**config.mk**
```make
export PLATFORM = sky130hd
export DESIGN_NAME = reset_sequencer
export DESIGN_NICKNAME = d
export VERILOG_FILES = /design/src/rtl/reset_sequencer_pkg.sv /design/src/rtl/reset_sequencer_button_debounce.sv /design/src/rtl/reset_sequencer.sv
export SDC_FILE = /design/constraint.sdc
export NUM_CORES = 1
export LEC_CHECK = 0
export ABC_CLOCK_PERIOD_IN_PS = 1600
export CORE_MARGIN = 3
export CORE_UTILIZATION = 55
export CTS_CLUSTER_SIZE = 10
export DETAILED_ROUTE_END_ITERATION = 7
export GPL_TIMING_DRIVEN = 0
export PLACE_DENSITY = 0.81
export SYNTH_ARGS = -nofsm -noshare
export SYNTH_HDL_FRONTEND = slang
export SYNTH_HIERARCHICAL = 1
export SYNTH_SLANG_ARGS = --single-unit
```
**constraint.sdc**
```tcl
create_clock -name io_clock -period 1.6 [get_ports io_clock]
set_input_delay 0.4 -clock io_clock [delete_from_list [all_inputs] [get_ports io_clock]]
set_output_delay 0.4 -clock io_clock [all_outputs]
set_load 0.01 [all_outputs]
```
**src/rtl/reset_sequencer_pkg.sv**
```systemverilog
// Shared types and constants for the board reset/boot sequencer.
package reset_sequencer_pkg;

  localparam int unsigned POR_CYCLES_DEF        = 1024;
  localparam int unsigned FLASH_RST_CYCLES_DEF  = 64;
  localparam int unsigned FLASH_WAKE_CYCLES_DEF = 2048;
  localparam int unsigned DEBOUNCE_CYCLES_DEF   = 256;
  localparam int unsigned CNT_WIDTH_DEF         = 16;

  typedef enum logic [1:0] {
    POR_HOLD   = 2'd0,
    FLASH_RST  = 2'd1,
    FLASH_WAKE = 2'd2,
    RUN        = 2'd3
  } state_t;

  localparam logic [1:0] CAUSE_POR    = 2'd0;
  localparam logic [1:0] CAUSE_BUTTON = 2'd1;
  localparam logic [1:0] CAUSE_SW     = 2'd2;

  // Board-facing pin levels for one sequencer state.
  typedef struct packed {
    logic soc_reset;
    logic spi_rst;
    logic spi_wp;
    logic spi_hold;
    logic ready;
  } pins_t;

  // Pin levels decoded from a state; hold is never asserted.
  function automatic pins_t decode_pins(input state_t s);
    pins_t p;
    p.soc_reset = 1'b1;
    p.spi_rst   = 1'b1;
    p.spi_wp    = 1'b0;
    p.spi_hold  = 1'b1;
    p.ready     = 1'b0;
    case (s)
      FLASH_RST: p.spi_rst = 1'b0;
      RUN: begin
        p.soc_reset = 1'b0;
        p.spi_wp    = 1'b1;
        p.ready     = 1'b1;
      end
      default: ;
    endcase
    return p;
  endfunction

endpackage

```
**src/rtl/reset_sequencer_button_debounce.sv**
```systemverilog
// Push-button synchronizer, debouncer and press-event generator.
module button_debounce
  import reset_sequencer_pkg::*;
#(
  parameter int unsigned DEBOUNCE_CYCLES = DEBOUNCE_CYCLES_DEF,
  parameter int unsigned CNT_WIDTH       = CNT_WIDTH_DEF
) (
  input  logic clk,
  input  logic rst_n,
  input  logic button_n,
  output logic press
);

  logic [1:0]           sync_ff;
  logic                 sampled;
  logic                 level;
  logic [CNT_WIDTH-1:0] cnt;

  assign sampled = sync_ff[1];

  // Two-flop synchronizer; released button reads high.
  always_ff @(posedge clk or negedge rst_n) begin
    if (!rst_n) sync_ff <= 2'b11;
    else        sync_ff <= {sync_ff[0], button_n};
  end

  // Accept a new level only after it persists; emit a pulse on debounced press.
  always_ff @(posedge clk or negedge rst_n) begin
    if (!rst_n) begin
      level <= 1'b1;
      press <= 1'b0;
      cnt   <= '0;
    end else begin
      press <= 1'b0;
      if (sampled != level) begin
        if (cnt == CNT_WIDTH'(DEBOUNCE_CYCLES - 1)) begin
          level <= sampled;
          press <= ~sampled;
          cnt   <= '0;
        end else begin
          cnt <= cnt + CNT_WIDTH'(1);
        end
      end else begin
        cnt <= '0;
      end
    end
  end

endmodule

```
**src/rtl/reset_sequencer.sv**
```systemverilog
// Power-on / button / software reset sequencer for SoC and SPI flash.
module reset_sequencer
  import reset_sequencer_pkg::*;
#(
  parameter int unsigned POR_CYCLES        = POR_CYCLES_DEF,
  parameter int unsigned FLASH_RST_CYCLES  = FLASH_RST_CYCLES_DEF,
  parameter int unsigned FLASH_WAKE_CYCLES = FLASH_WAKE_CYCLES_DEF,
  parameter int unsigned DEBOUNCE_CYCLES   = DEBOUNCE_CYCLES_DEF,
  parameter int unsigned CNT_WIDTH         = CNT_WIDTH_DEF
) (
  input  logic       io_clock,
  input  logic       io_resetn,
  input  logic       io_button_n,
  input  logic       io_swReset,
  output logic       io_socReset,
  output logic       io_spi0_rst,
  output logic       io_spi0_wp,
  output logic       io_spi0_hold,
  output logic       io_ready,
  output logic [1:0] io_resetCause
);

  logic [1:0]           rst_ff;
  logic                 rst_sync;
  logic                 press;
  state_t               state;
  logic [CNT_WIDTH-1:0] cnt;
  pins_t                pins;

  assign rst_sync = rst_ff[1];

  // Async-assert, sync-release board reset.
  always_ff @(posedge io_clock or negedge io_resetn) begin
    if (!io_resetn) rst_ff <= 2'b00;
    else            rst_ff <= {rst_ff[0], 1'b1};
  end

  button_debounce #(
    .DEBOUNCE_CYCLES(DEBOUNCE_CYCLES),
    .CNT_WIDTH      (CNT_WIDTH)
  ) u_debounce (
    .clk     (io_clock),
    .rst_n   (rst_sync),
    .button_n(io_button_n),
    .press   (press)
  );

  // Sequencer: timed phases, reset events in RUN, pins registered with the state.
  always_ff @(posedge io_clock or negedge rst_sync) begin
    if (!rst_sync) begin
      state         <= POR_HOLD;
      cnt           <= '0;
      pins          <= decode_pins(POR_HOLD);
      io_resetCause <= CAUSE_POR;
    end else begin
      case (state)
        POR_HOLD: begin
          if (cnt == CNT_WIDTH'(POR_CYCLES - 1)) begin
            state <= FLASH_RST;
            pins  <= decode_pins(FLASH_RST);
            cnt   <= '0;
          end else begin
            cnt <= cnt + CNT_WIDTH'(1);
          end
        end
        FLASH_RST: begin
          if (cnt == CNT_WIDTH'(FLASH_RST_CYCLES - 1)) begin
            state <= FLASH_WAKE;
            pins  <= decode_pins(FLASH_WAKE);
            cnt   <= '0;
          end else begin
            cnt <= cnt + CNT_WIDTH'(1);
          end
        end
        FLASH_WAKE: begin
          if (cnt == CNT_WIDTH'(FLASH_WAKE_CYCLES - 1)) begin
            state <= RUN;
            pins  <= decode_pins(RUN);
            cnt   <= '0;
          end else begin
            cnt <= cnt + CNT_WIDTH'(1);
          end
        end
        default: begin
          // Button has priority over a coincident software request.
          if (press || io_swReset) begin
            state         <= FLASH_RST;
            pins          <= decode_pins(FLASH_RST);
            cnt           <= '0;
            io_resetCause <= press ? CAUSE_BUTTON : CAUSE_SW;
          end
        end
      endcase
    end
  end

  assign io_socReset  = pins.soc_reset;
  assign io_spi0_rst  = pins.spi_rst;
  assign io_spi0_wp   = pins.spi_wp;
  assign io_spi0_hold = pins.spi_hold;
  assign io_ready     = pins.ready;

endmodule

```
==> reports/qor_table.md <==
| Result | Reported |
|---|---|
| Switching component of the power | 484 uW |
| Via count of the first global-routing pass | 2002 |
| Worst-Margin Slew | 0.602 ns |
| Run status | finished with violations |
| Syn Inst Count | 254 |
| Half-perimeter wire length after detailed placement | 3220 um |
| Setup WS pre-CTS | -0.714 ns |
| Worst hold path type | reg2async |
| Post-route fraction of the period consumed by the critical path | 1.31 |
| I/O pin count | 11 |
| Final sum of negative setup slack | -12.73 ns |
| Part of the total power dissipated in sequential elements | 0.589 |
| Met3 track demand over resource | 0.0568 |
| Area growth from synthesis to layout | 31.4% |
| Number of different library cells in the post-synthesis netlist | 50 |
| Met2 GRT Util | 0.349 |
| Hold Slack | 0.138 ns |
| Crit-path max FO | 7 |
| Clock-pin slew reported for the worst setup and hold paths after clock tree synthesis | 0.09 ns |
| Total number of clock tree sinks | 45 |
| Routing layer with the top usage in global route | met2 |
| H-tree levels | 2 |
| Max-capacitance violation count | 0 |
| Clk root buf | clkbuf_8 |
| Maximum number of buffers from clock root to sink | 2 |
| Failing checks | setup timing |
| Number of remaining DRC errors | 0 |
| Core Box Area | 0.00412 sq mm |
| Global Route met1 Usage | 0.308 |
| Leading cell types in the layout, fill and taps excluded | dfrtp_1 (38), nand2_1 (36), buf_4 (20), nor2_1 (12) |
| Endpoint kind of the worst setup timing path | flip-flop |
| Static leakage power | 1.34 nW |
| Final setup violating endpoints | 38 |
| Final estimated routing congestion in global placement | 0.827 |
| Final number of max-transition violations | 0 |
| Commonest non-fill, non-tap cell in the layout | dfrtp_1 |
| Post-layout utilization of the core | 0.774 |
| Grt ovf | 0 |
| Part of the power in the clock network | 0.371 |
| CTS tree | done |
| Count of buffers inserted at the top-level ports | 9 |
| Pin count of the biggest net entering global routing | 33 |
| Net count reported at finish | 308 |
| Clock skew after layout | 0.0117 ns |
| Diodes inserted | 0 |
| Count of endpoints failing hold in the final timing report | 0 |
| Total GRT Usage | 0.228 |
| Setup crit start | cnt[0] |
| Fraction of final layout cells sized beyond drive strength 1 | 0.343 |
| Post-Syn Area per Cell | 9.54 sq um |
| Count of routing violations after the opening detailed-route iteration | 185 |
| Die height | 72.4 um |
| Remaining max-slew budget at the tightest pin | 0.595 |
| Fraction of the yosys area taken by sequential cells | 0.467 |
| First-pass GRT wire length | 9270 um |
| Startpoint kind of the worst setup timing path | flip-flop |
| Synthesized area | 0.00242 sq mm |
| Die outline width | 72.4 um |
| Syn. warnings | 6 |
| Timing-limited maximum frequency | 477 MHz |
| Clock Latency Late Sink | 0.31 ns |
| Clock period minus worst slack | 2.10 ns |
| Ys async rst share | 1.00 |
| Internal power summed over all cells | 1.50 mW |
| Post-detailed-route count of antenna-violating nets | 0 |
| Net switching fraction of the power | 0.244 |
| Worst VDD drop | 0.000524 V |
| Final wirelength | 5880 um |
| Initial antenna violation count | 0 |
| Power density relative to cell area | 622 mW/mm^2 |
| Die area | 0.00524 sq mm |
| FF+latch count, synth | 45 |
| Combinational group share of total power | 0.041 |
| Critical path start-end classification | reg2reg |
| Critical path required time | 1.82 ns |
| Routed wirelength normalized by instance count | 17.0 um |
| Dominant synthesized flop cell | dfrtp_1 |
| Fillers | 249 |
| Via total after detailed routing | 2086 |
| Critical path arrival | 2.32 ns |
| Number of vias per cell after detailed routing | 6.01 |
| Initial Utilization | 0.589 |
| TritonCTS Buffers | 5 |
| Number of synthesized flops with an enable pin | 0 |
| Final Worst Setup Slack | -0.498 ns |
| Detailed Routing Iterations Pass 1 | 5 |
| Unrepaired setup endpoints after global routing | true |
| Reg2reg start | cnt[0] |
| Floorplan row count | 23 |
worst max-delay path, stage by stage (launching register included):
cell	delay [ns]
dfrtp_1	0.44
ha_1	0.28
nand3_2	0.21
nor4_1	0.61
and4_1	0.30
o22ai_2	0.07
o21ai_1	0.11
timing repair:
item	CTS	global route
buffers inserted	17	6
hold buffers	0	0
endpoints found under the setup margin	44	39
gates cloned	2	0
pin swaps	5	14
resized for setup	39	29
cell usage after synthesis (2+ instances only):
cell type | n | area (sq um)
a21oi_1 | 6 | 30.0
and2_1 | 3 | 18.8
and3_1 | 3 | 18.8
and4_1 | 3 | 26.3
buf_4 | 2 | 15.0
clkbuf_1 | 5 | 18.8
dfrtp_1 | 40 | 1000
dfstp_2 | 5 | 131
ha_1 | 8 | 100
inv_1 | 8 | 30.0
mux2_1 | 2 | 22.5
mux2i_1 | 3 | 30.0
nand2_1 | 36 | 135
nand3_1 | 12 | 60.1
nand4_1 | 4 | 25.0
nor2_1 | 23 | 86.3
nor3_1 | 16 | 80.1
nor4_1 | 5 | 31.3
o211ai_1 | 5 | 37.5
o21ai_0 | 16 | 80.1
o21ai_1 | 2 | 10.0
o22ai_1 | 2 | 12.5
o31ai_1 | 2 | 15.0
or3_1 | 3 | 18.8
or4_1 | 3 | 22.5
or4_4 | 2 | 22.5
xnor2_1 | 9 | 78.8
xor2_1 | 4 | 35.0
cell families after synthesis:
kind of cell	synth area share
simple gates	0.266
flops	0.467
compound gates	0.116
buf+inv	0.0330
xor+xnor	0.0470
fa+ha+maj	0.0413
mux	0.0279
other cells	0.00155
metrics by stage:
stage          power [mW]  area (sq um)  instances
2_1_floorplan        1.22          2510        255
3_3_place_gp         1.24          2660        314
3_5_place_dp         1.25          2690        315
4_1_cts              1.99          3030        342
5_1_grt              2.05          3190        347
6_report             1.98          3190        347
metal layers:
layer,vias up,wire length (um)
met2,90,2870
met3,18,362
li1,980,-
met4,0,143
met5,-,0
met1,998,2510
cell type report:
class	instances	area [sq um]	area share
multi-input cells	193	1460	0.458
clock inverters	3	21.3	0.00668
plain buffers	8	90.1	0.0283
clock buffers	5	68.8	0.0216
flip-flops and latches	45	1130	0.356
well taps	50	62.6	0.0196
inverters	8	30.0	0.00943
repair buffers	35	320	0.101
worst paths after layout:
| path | to | slack [ns] | cells past startpoint |
|---|---|---|---|
| setup / recovery | cnt[14] | -0.50 | 6 |
| hold / removal | u_debounce/cnt[7] | 0.14 | 0 |
| setup reg to reg | cnt[14] | -0.50 | 6 |
| hold reg to reg | u_debounce/cnt[7] | 0.14 | 0 |
| max in group asynchronous | u_debounce/level | 0.94 | 1 |
| min in group io_clock | u_debounce/sync_ff[1] | 0.36 | 0 |
flip-flops by register name, indices dropped and copies added (netlist names), 2 cells and up:
| register | count |
|---|---|
| state | 2 |
| io_resetCause | 2 |
| cnt | 16 |
| rst_ff | 2 |
| u_debounce/sync_ff | 2 |
| u_debounce/cnt | 16 |
power by group through the flow:
stage	Clock [mW]	Sequential (mW)	Combinational, mW
global route	0.788	1.17	0.0895
detailed placement	0	1.19	0.0584
CTS	0.748	1.17	0.0718
floorplan	0	1.19	0.0231
global placement	0	1.20	0.0353
finish	0.734	1.17	0.0807
(Power assumes the default switching activity.)
==> RTL edit 1, RTL diff (config.mk and constraints unchanged) <==
Reset style: synchronous (`io_resetn`, `rst_n` and `rst_sync`), changed in 4 clocked blocks. Comments in the files are not updated.
--- a/src/rtl/reset_sequencer_button_debounce.sv
+++ b/src/rtl/reset_sequencer_button_debounce.sv
@@ -20,5 +20,5 @@
 
   // Two-flop synchronizer; released button reads high.
-  always_ff @(posedge clk or negedge rst_n) begin
+  always_ff @(posedge clk) begin
     if (!rst_n) sync_ff <= 2'b11;
     else        sync_ff <= {sync_ff[0], button_n};
@@ -26,5 +26,5 @@
 
   // Accept a new level only after it persists; emit a pulse on debounced press.
-  always_ff @(posedge clk or negedge rst_n) begin
+  always_ff @(posedge clk) begin
     if (!rst_n) begin
       level <= 1'b1;
--- a/src/rtl/reset_sequencer.sv
+++ b/src/rtl/reset_sequencer.sv
@@ -31,5 +31,5 @@
 
   // Async-assert, sync-release board reset.
-  always_ff @(posedge io_clock or negedge io_resetn) begin
+  always_ff @(posedge io_clock) begin
     if (!io_resetn) rst_ff <= 2'b00;
     else            rst_ff <= {rst_ff[0], 1'b1};
@@ -47,5 +47,5 @@
 
   // Sequencer: timed phases, reset events in RUN, pins registered with the state.
-  always_ff @(posedge io_clock or negedge rst_sync) begin
+  always_ff @(posedge io_clock) begin
     if (!rst_sync) begin
       state         <= POR_HOLD;
Function: no difference found for any inputs over 10 cycles, from zero or initial values and one cycle with io_resetn low; that may be too few to reach the edited logic, so the function may still have changed.
==> RTL edit 1 against the original RTL <==
The run still ends with negative setup slack left. Worst setup slack worse by 0.077 ns. Global-route usage fell by 0.38 points. Wire length is 2.6% higher. Final area is 8.3% lower. Area after synthesis shrank 5.2%. Sequential cell count unchanged. Power is 2.4% lower. Via count is 4.8% higher. Combinational power is 45% lower. Largest power group unchanged. Highest routed layer unchanged.
==> RTL edit 1: results (changes against the original RTL) <==
stage;metric;value;unit;change
final_layout;multi_input_area_share;49.38;%;was 45.76%
hold_path;hp-class;reg -> reg;;was reg -> async
run_status;status;complete, but fails checks;;unchanged
worst_setup_path;worstReg2RegStart;cnt[15]$_SDFFE_PN0P_;;was cnt[0]$_DFFE_PN0P_
sta;finalSetupTns;-10.35;ns;was -12.73 ns
final_layout;nets;314;;was 308
worst_setup_path;r2r_end;cnt[3]$_SDFFE_PN0P_;;was cnt[14]$_DFFE_PN0P_
run_status;violations;negative setup slack;;unchanged
synthesis;seq_area_frac_synth;39.22;%;was 46.72%
final_layout;buffers_excl_clock;45;;was 43
worst_setup_path;critical_path_arrival;2.39;ns;was 2.32 ns
routing;wl_met2;2.763;mm;was 2.868 mm
synthesis;synth_xor_area_share;7.244;%;was 4.698%
global_route;groute.usage.overall;22.38;%;was 22.76%
global_route;met1_usage;31.02;%;was 30.82%
synthesis;synth-compound-area-share;18.46;%;was 11.56%
worst_setup_path;cpPeakStageDelay;0.54;ns;was 0.61 ns
global_route;grtUsageMet2;33.89;%;was 34.88%
synthesis;ys.flop_type;dfxtp_1;;was dfrtp_1
final_layout;clkCellAreaFrac;3.255;%;was 2.828%
placement;dp_cells;320;;was 315
final_layout;fillers;256;;was 249
final_layout;inverters;10;;was 8
synthesis;syn_area_per_cell;8.735;um2;was 9.542 um2
synthesis;muxShareOfSynthArea;0;%;was 2.788%
routing;wl_met1;2.701;mm;was 2.509 mm
synthesis;synthTopCellsByArea;dfxtp_1 (39%), xnor2_1 (5.3%), ha_1 (4.4%);;was dfrtp_1 (41%), nand2_1 (5.6%), dfstp_2 (5.4%)
pwr;peakVddDrop;0.0006928;V;was 0.0005236 V
cts;post_cts_buffers;13;;was 17
sta;layout_setup_ws;-0.5760;ns;was -0.4985 ns
final_layout;buf_share;12.38;%;was 12.88%
pwr;p_sw;468.3;uW;was 483.5 uW
final_layout;ff_latch_area;920.9;um2;was 1135 um2
placement;place_ws;-0.7849;ns;was -0.7145 ns
sta;finalSetupViolCount;21;;was 38
synthesis;async_reset_ff_share;0;%;was 100.0%
worst_setup_path;path_max_fanout;5;;was 7
worst_setup_path;slowest_stage;or4_4;;was nor4_1
synthesis;synthAdderAreaFrac;4.357;%;was 4.130%
placement;gp_congestion;0.8991;;was 0.8265
placement;hpwl;3.460;mm;was 3.223 mm
cts;post_cts_resize_count;11;;was 39
routing;drtIter0Drc;247;;was 185
final_layout;drive_above_1_share;33.00;%;was 34.34%
global_route;grt_pass1_vias;1956;;was 2,002
sta;fin_skew;0.009634;ns;was 0.01174 ns
pwr;p_leak;1.000;nW;was 1.337 nW
RTL edit 1: cell types whose count changed in the layout (fill, tap and decap cells not counted), moves of 6 or more:
cell,before,now
o21ai_1,8,2
a21oi_1,4,10
a221o_2,0,6
buf_4,20,28
dfxtp_1,0,33
nor2_1,12,23
nor2_2,10,1
nand2_1,36,22
dfxtp_2,0,10
dfrtp_1,38,0
RTL edit 1: worst max-delay path by stage:
stage	start	to	cells after the start
finish	cnt[15]$_SDFFE_PN0P_	cnt[3]$_SDFFE_PN0P_	6
global route	cnt[15]$_SDFFE_PN0P_	cnt[3]$_SDFFE_PN0P_	7
CTS	cnt[15]$_SDFFE_PN0P_	cnt[3]$_SDFFE_PN0P_	6
detailed placement	io_swReset	state[0]$_SDFFE_PN0P_	7
global placement	io_swReset	cnt[6]$_SDFFE_PN0P_	6
floorplan	cnt[15]$_SDFFE_PN0P_	cnt[3]$_SDFFE_PN0P_	6
RTL edit 1: through the flow:
| stage | area [um2] | utilization [%] |
|---|---|---|
| final | 2922 | 75.81 |
| after global routing | 2922 | 75.81 |
| after CTS | 2679 | 69.51 |
| after detailed placement | 2474 | 64.19 |
| after global placement | 2474 | 64.19 |
| after floorplan | 2323 | - |
RTL edit 1: power by group through the flow:
stage | clock [mW] | sequential, mW | combinational [mW]
finish | 0.761 | 1.13 | 0.0446
global route | 0.824 | 1.13 | 0.0482
CTS | 0.760 | 1.13 | 0.0407
detailed placement | 0 | 1.16 | 0.0394
global placement | 0 | 1.16 | 0.0384
floorplan | 0 | 1.15 | 0.0240
RTL edit 1: logic make-up (layout without fill, tap and decap cells):
kind of cell,count (synthesis),after routing
DFF,45,45
and+or+nand+nor,110,110
adders and majority gates,8,8
xor gates and xnor gates,19,19
other,1,1
buffers and inverters,23,63
AOI/OAI and AO/OA,57,57
==> RTL edit 2, RTL diff (same flow settings) <==
Without the edit above. Set the package constant `CNT_WIDTH_DEF` to 12 (it was 16).
--- a/src/rtl/reset_sequencer_pkg.sv
+++ b/src/rtl/reset_sequencer_pkg.sv
@@ -6,5 +6,5 @@
   localparam int unsigned FLASH_WAKE_CYCLES_DEF = 2048;
   localparam int unsigned DEBOUNCE_CYCLES_DEF   = 256;
-  localparam int unsigned CNT_WIDTH_DEF         = 16;
+  localparam int unsigned CNT_WIDTH_DEF         = 12;
 
   typedef enum logic [1:0] {
Check against the original RTL: same outputs for any inputs over 10 cycles, from zero or initial values and one cycle with io_resetn low; that may be too few to reach the edited logic, so the function may still have changed.
==> RTL edit 2 against the original RTL <==
The run still ends with negative setup slack left. Non-clock buffer count down 8. Power down 14%. Clock skew down 0.0036 ns. Cell count down 25%. Final area down 23%. Area after synthesis down 22%. Worst setup slack better by 0.066 ns. Count of clock-buffer cells in the layout up 1. Die area down 20%. Wire length down 18%. Sequential cell count down 8. Largest power group unchanged. Critical path depth unchanged.
==> RTL edit 2: results (changes against the original RTL) <==
stage;metric;value;unit;change
final_layout;fillers;196;;was 249
routing;wl_met3;259;um;was 362 um
routing;drt_first_pass_iters;6;;was 5
worst_setup_path;critical_path_arrival;2.28;ns;was 2.32 ns
run_status;status;complete, but fails checks;;unchanged
global_route;grt_pass1_vias;1545;;was 2,002
global_route;grt_max_degree;36;;was 33
sta;finalSetupTns;-6.011;ns;was -12.73 ns
synthesis;yosysUniqueCellTypes;48;;was 50
placement;gp_congestion;0.8487;;was 0.8265
sta;layout_setup_ws;-0.4323;ns;was -0.4985 ns
routing;via_count;1648;;was 2,086
synthesis;seq_area_frac_synth;49.24;%;was 46.72%
sta;finalSetupViolCount;17;;was 38
final_layout;nets;227;;was 308
floorplan;placementRows;20;;was 23
final_layout;buf_share;11.79;%;was 12.88%
pwr;combinationalPower;43.6;uW;was 80.7 uW
final_layout;inverters;7;;was 8
synthesis;synth_xor_area_share;2.313;%;was 4.698%
final_layout;num-multi-input-gates;129;;was 193
sta;fin_skew;0.008172;ns;was 0.01174 ns
final_layout;reg.largest.list;cnt x12, u_debounce/cnt x12;;was cnt x16, u_debounce/cnt x16
final_layout;clkCellAreaFrac;3.622;%;was 2.828%
pwr;p_leak;1.010;nW;was 1.337 nW
run_status;violations;negative setup slack;;unchanged
hold_path;hp-class;in -> async;;was reg -> async
final_layout;seq_share;38.21;%;was 35.62%
synthesis;synthTopCellsByCount;dfrtp_1 (32), a21oi_1 (15), nand3_1 (11);;was dfrtp_1 (40), nand2_1 (36), nor2_1 (23)
final_layout;drive_above_1_share;37.96;%;was 34.34%
sta;slew_headroom;50.62;%;was 59.49%
routing;wl_met2;2.550;mm;was 2.868 mm
pwr;p_int;1.345;mW;was 1.498 mW
cts;clkTransAtPathRegs;0.11;ns;was 0.09 ns
global_route;grt_pass1_wl;6.962;mm;was 9.273 mm
synthesis;muxShareOfSynthArea;3.569;%;was 2.788%
worst_setup_path;r2r_end;cnt[1]$_DFFE_PN0P_;;was cnt[14]$_DFFE_PN0P_
final_layout;buffers_excl_clock;35;;was 43
worst_setup_path;path_max_fanout;5;;was 7
final_layout;multi_input_area_share;42.96;%;was 45.76%
pwr;peakVddDrop;0.0005658;V;was 0.0005236 V
routing;wl_met1;1.827;mm;was 2.509 mm
global_route;groute.usage.overall;21.68;%;was 22.76%
cts;clk_latency;0.35;ns;was 0.31 ns
-- RTL edit 2: changes by cell type in the layout (fill, tap and decap cells not counted), moves of 4 or more --
cell / before / now
clkbuf_8: 5 / 1
o21ai_1: 8 / 2
clkbuf_4: 0 / 5
nor3_2: 4 / 0
nand2_1: 36 / 7
o211ai_1: 5 / 1
nor3_1: 10 / 0
a21oi_1: 4 / 11
nor4_1: 4 / 0
nor2_2: 10 / 0
nor2_1: 12 / 6
xnor2_1: 9 / 3
dfrtp_1: 38 / 28
buf_6: 7 / 1
-- RTL edit 2: timing repair --
action | CTS | global route
hold buffers | 0 | 0
gates cloned | 0 | 2
setup buffers | 13 | 7
gates resized for setup | 22 | 24
hold endpoints to repair | 0 | 0
endpoints found under the setup margin | 36 | 33
pin swaps | 6 | 11
-- RTL edit 2: critical path: stages, from the launching register on --
cell     delay, ns
dfrtp_2       0.43
or4_4         0.54
o41ai_4       0.29
buf_4         0.20
o22ai_4       0.10
buf_2         0.18
a22o_1        0.19
-- RTL edit 2: how the worst max path moves through the flow --
stage	end	depth (start not counted)	slack [ns]
final	cnt[1]$_DFFE_PN0P_	6	-0.43
after global routing	cnt[11]$_DFFE_PN0P_	7	-0.52
after CTS	cnt[10]$_DFFE_PN0P_	8	-0.36
after detailed placement	state[1]$_DFFE_PN0P_	6	-0.56
after global placement	state[1]$_DFFE_PN0P_	6	-0.52
after floorplan	state[1]$_DFFE_PN0P_	4	-0.28
-- RTL edit 2: per-stage QoR --
step                power (mW)  instances
global route             1.779        260
CTS                      1.721        252
floorplan                1.003        180
global placement         1.019        233
detailed placement       1.022        233
finish                   1.714        260
-- RTL edit 2: per-layer routing --
metal  track usage, %  vias up
met3            6.066       17
li1                 -      740
met2            36.60       73
met1            25.42      818
met4            10.29        0
met5                0        -
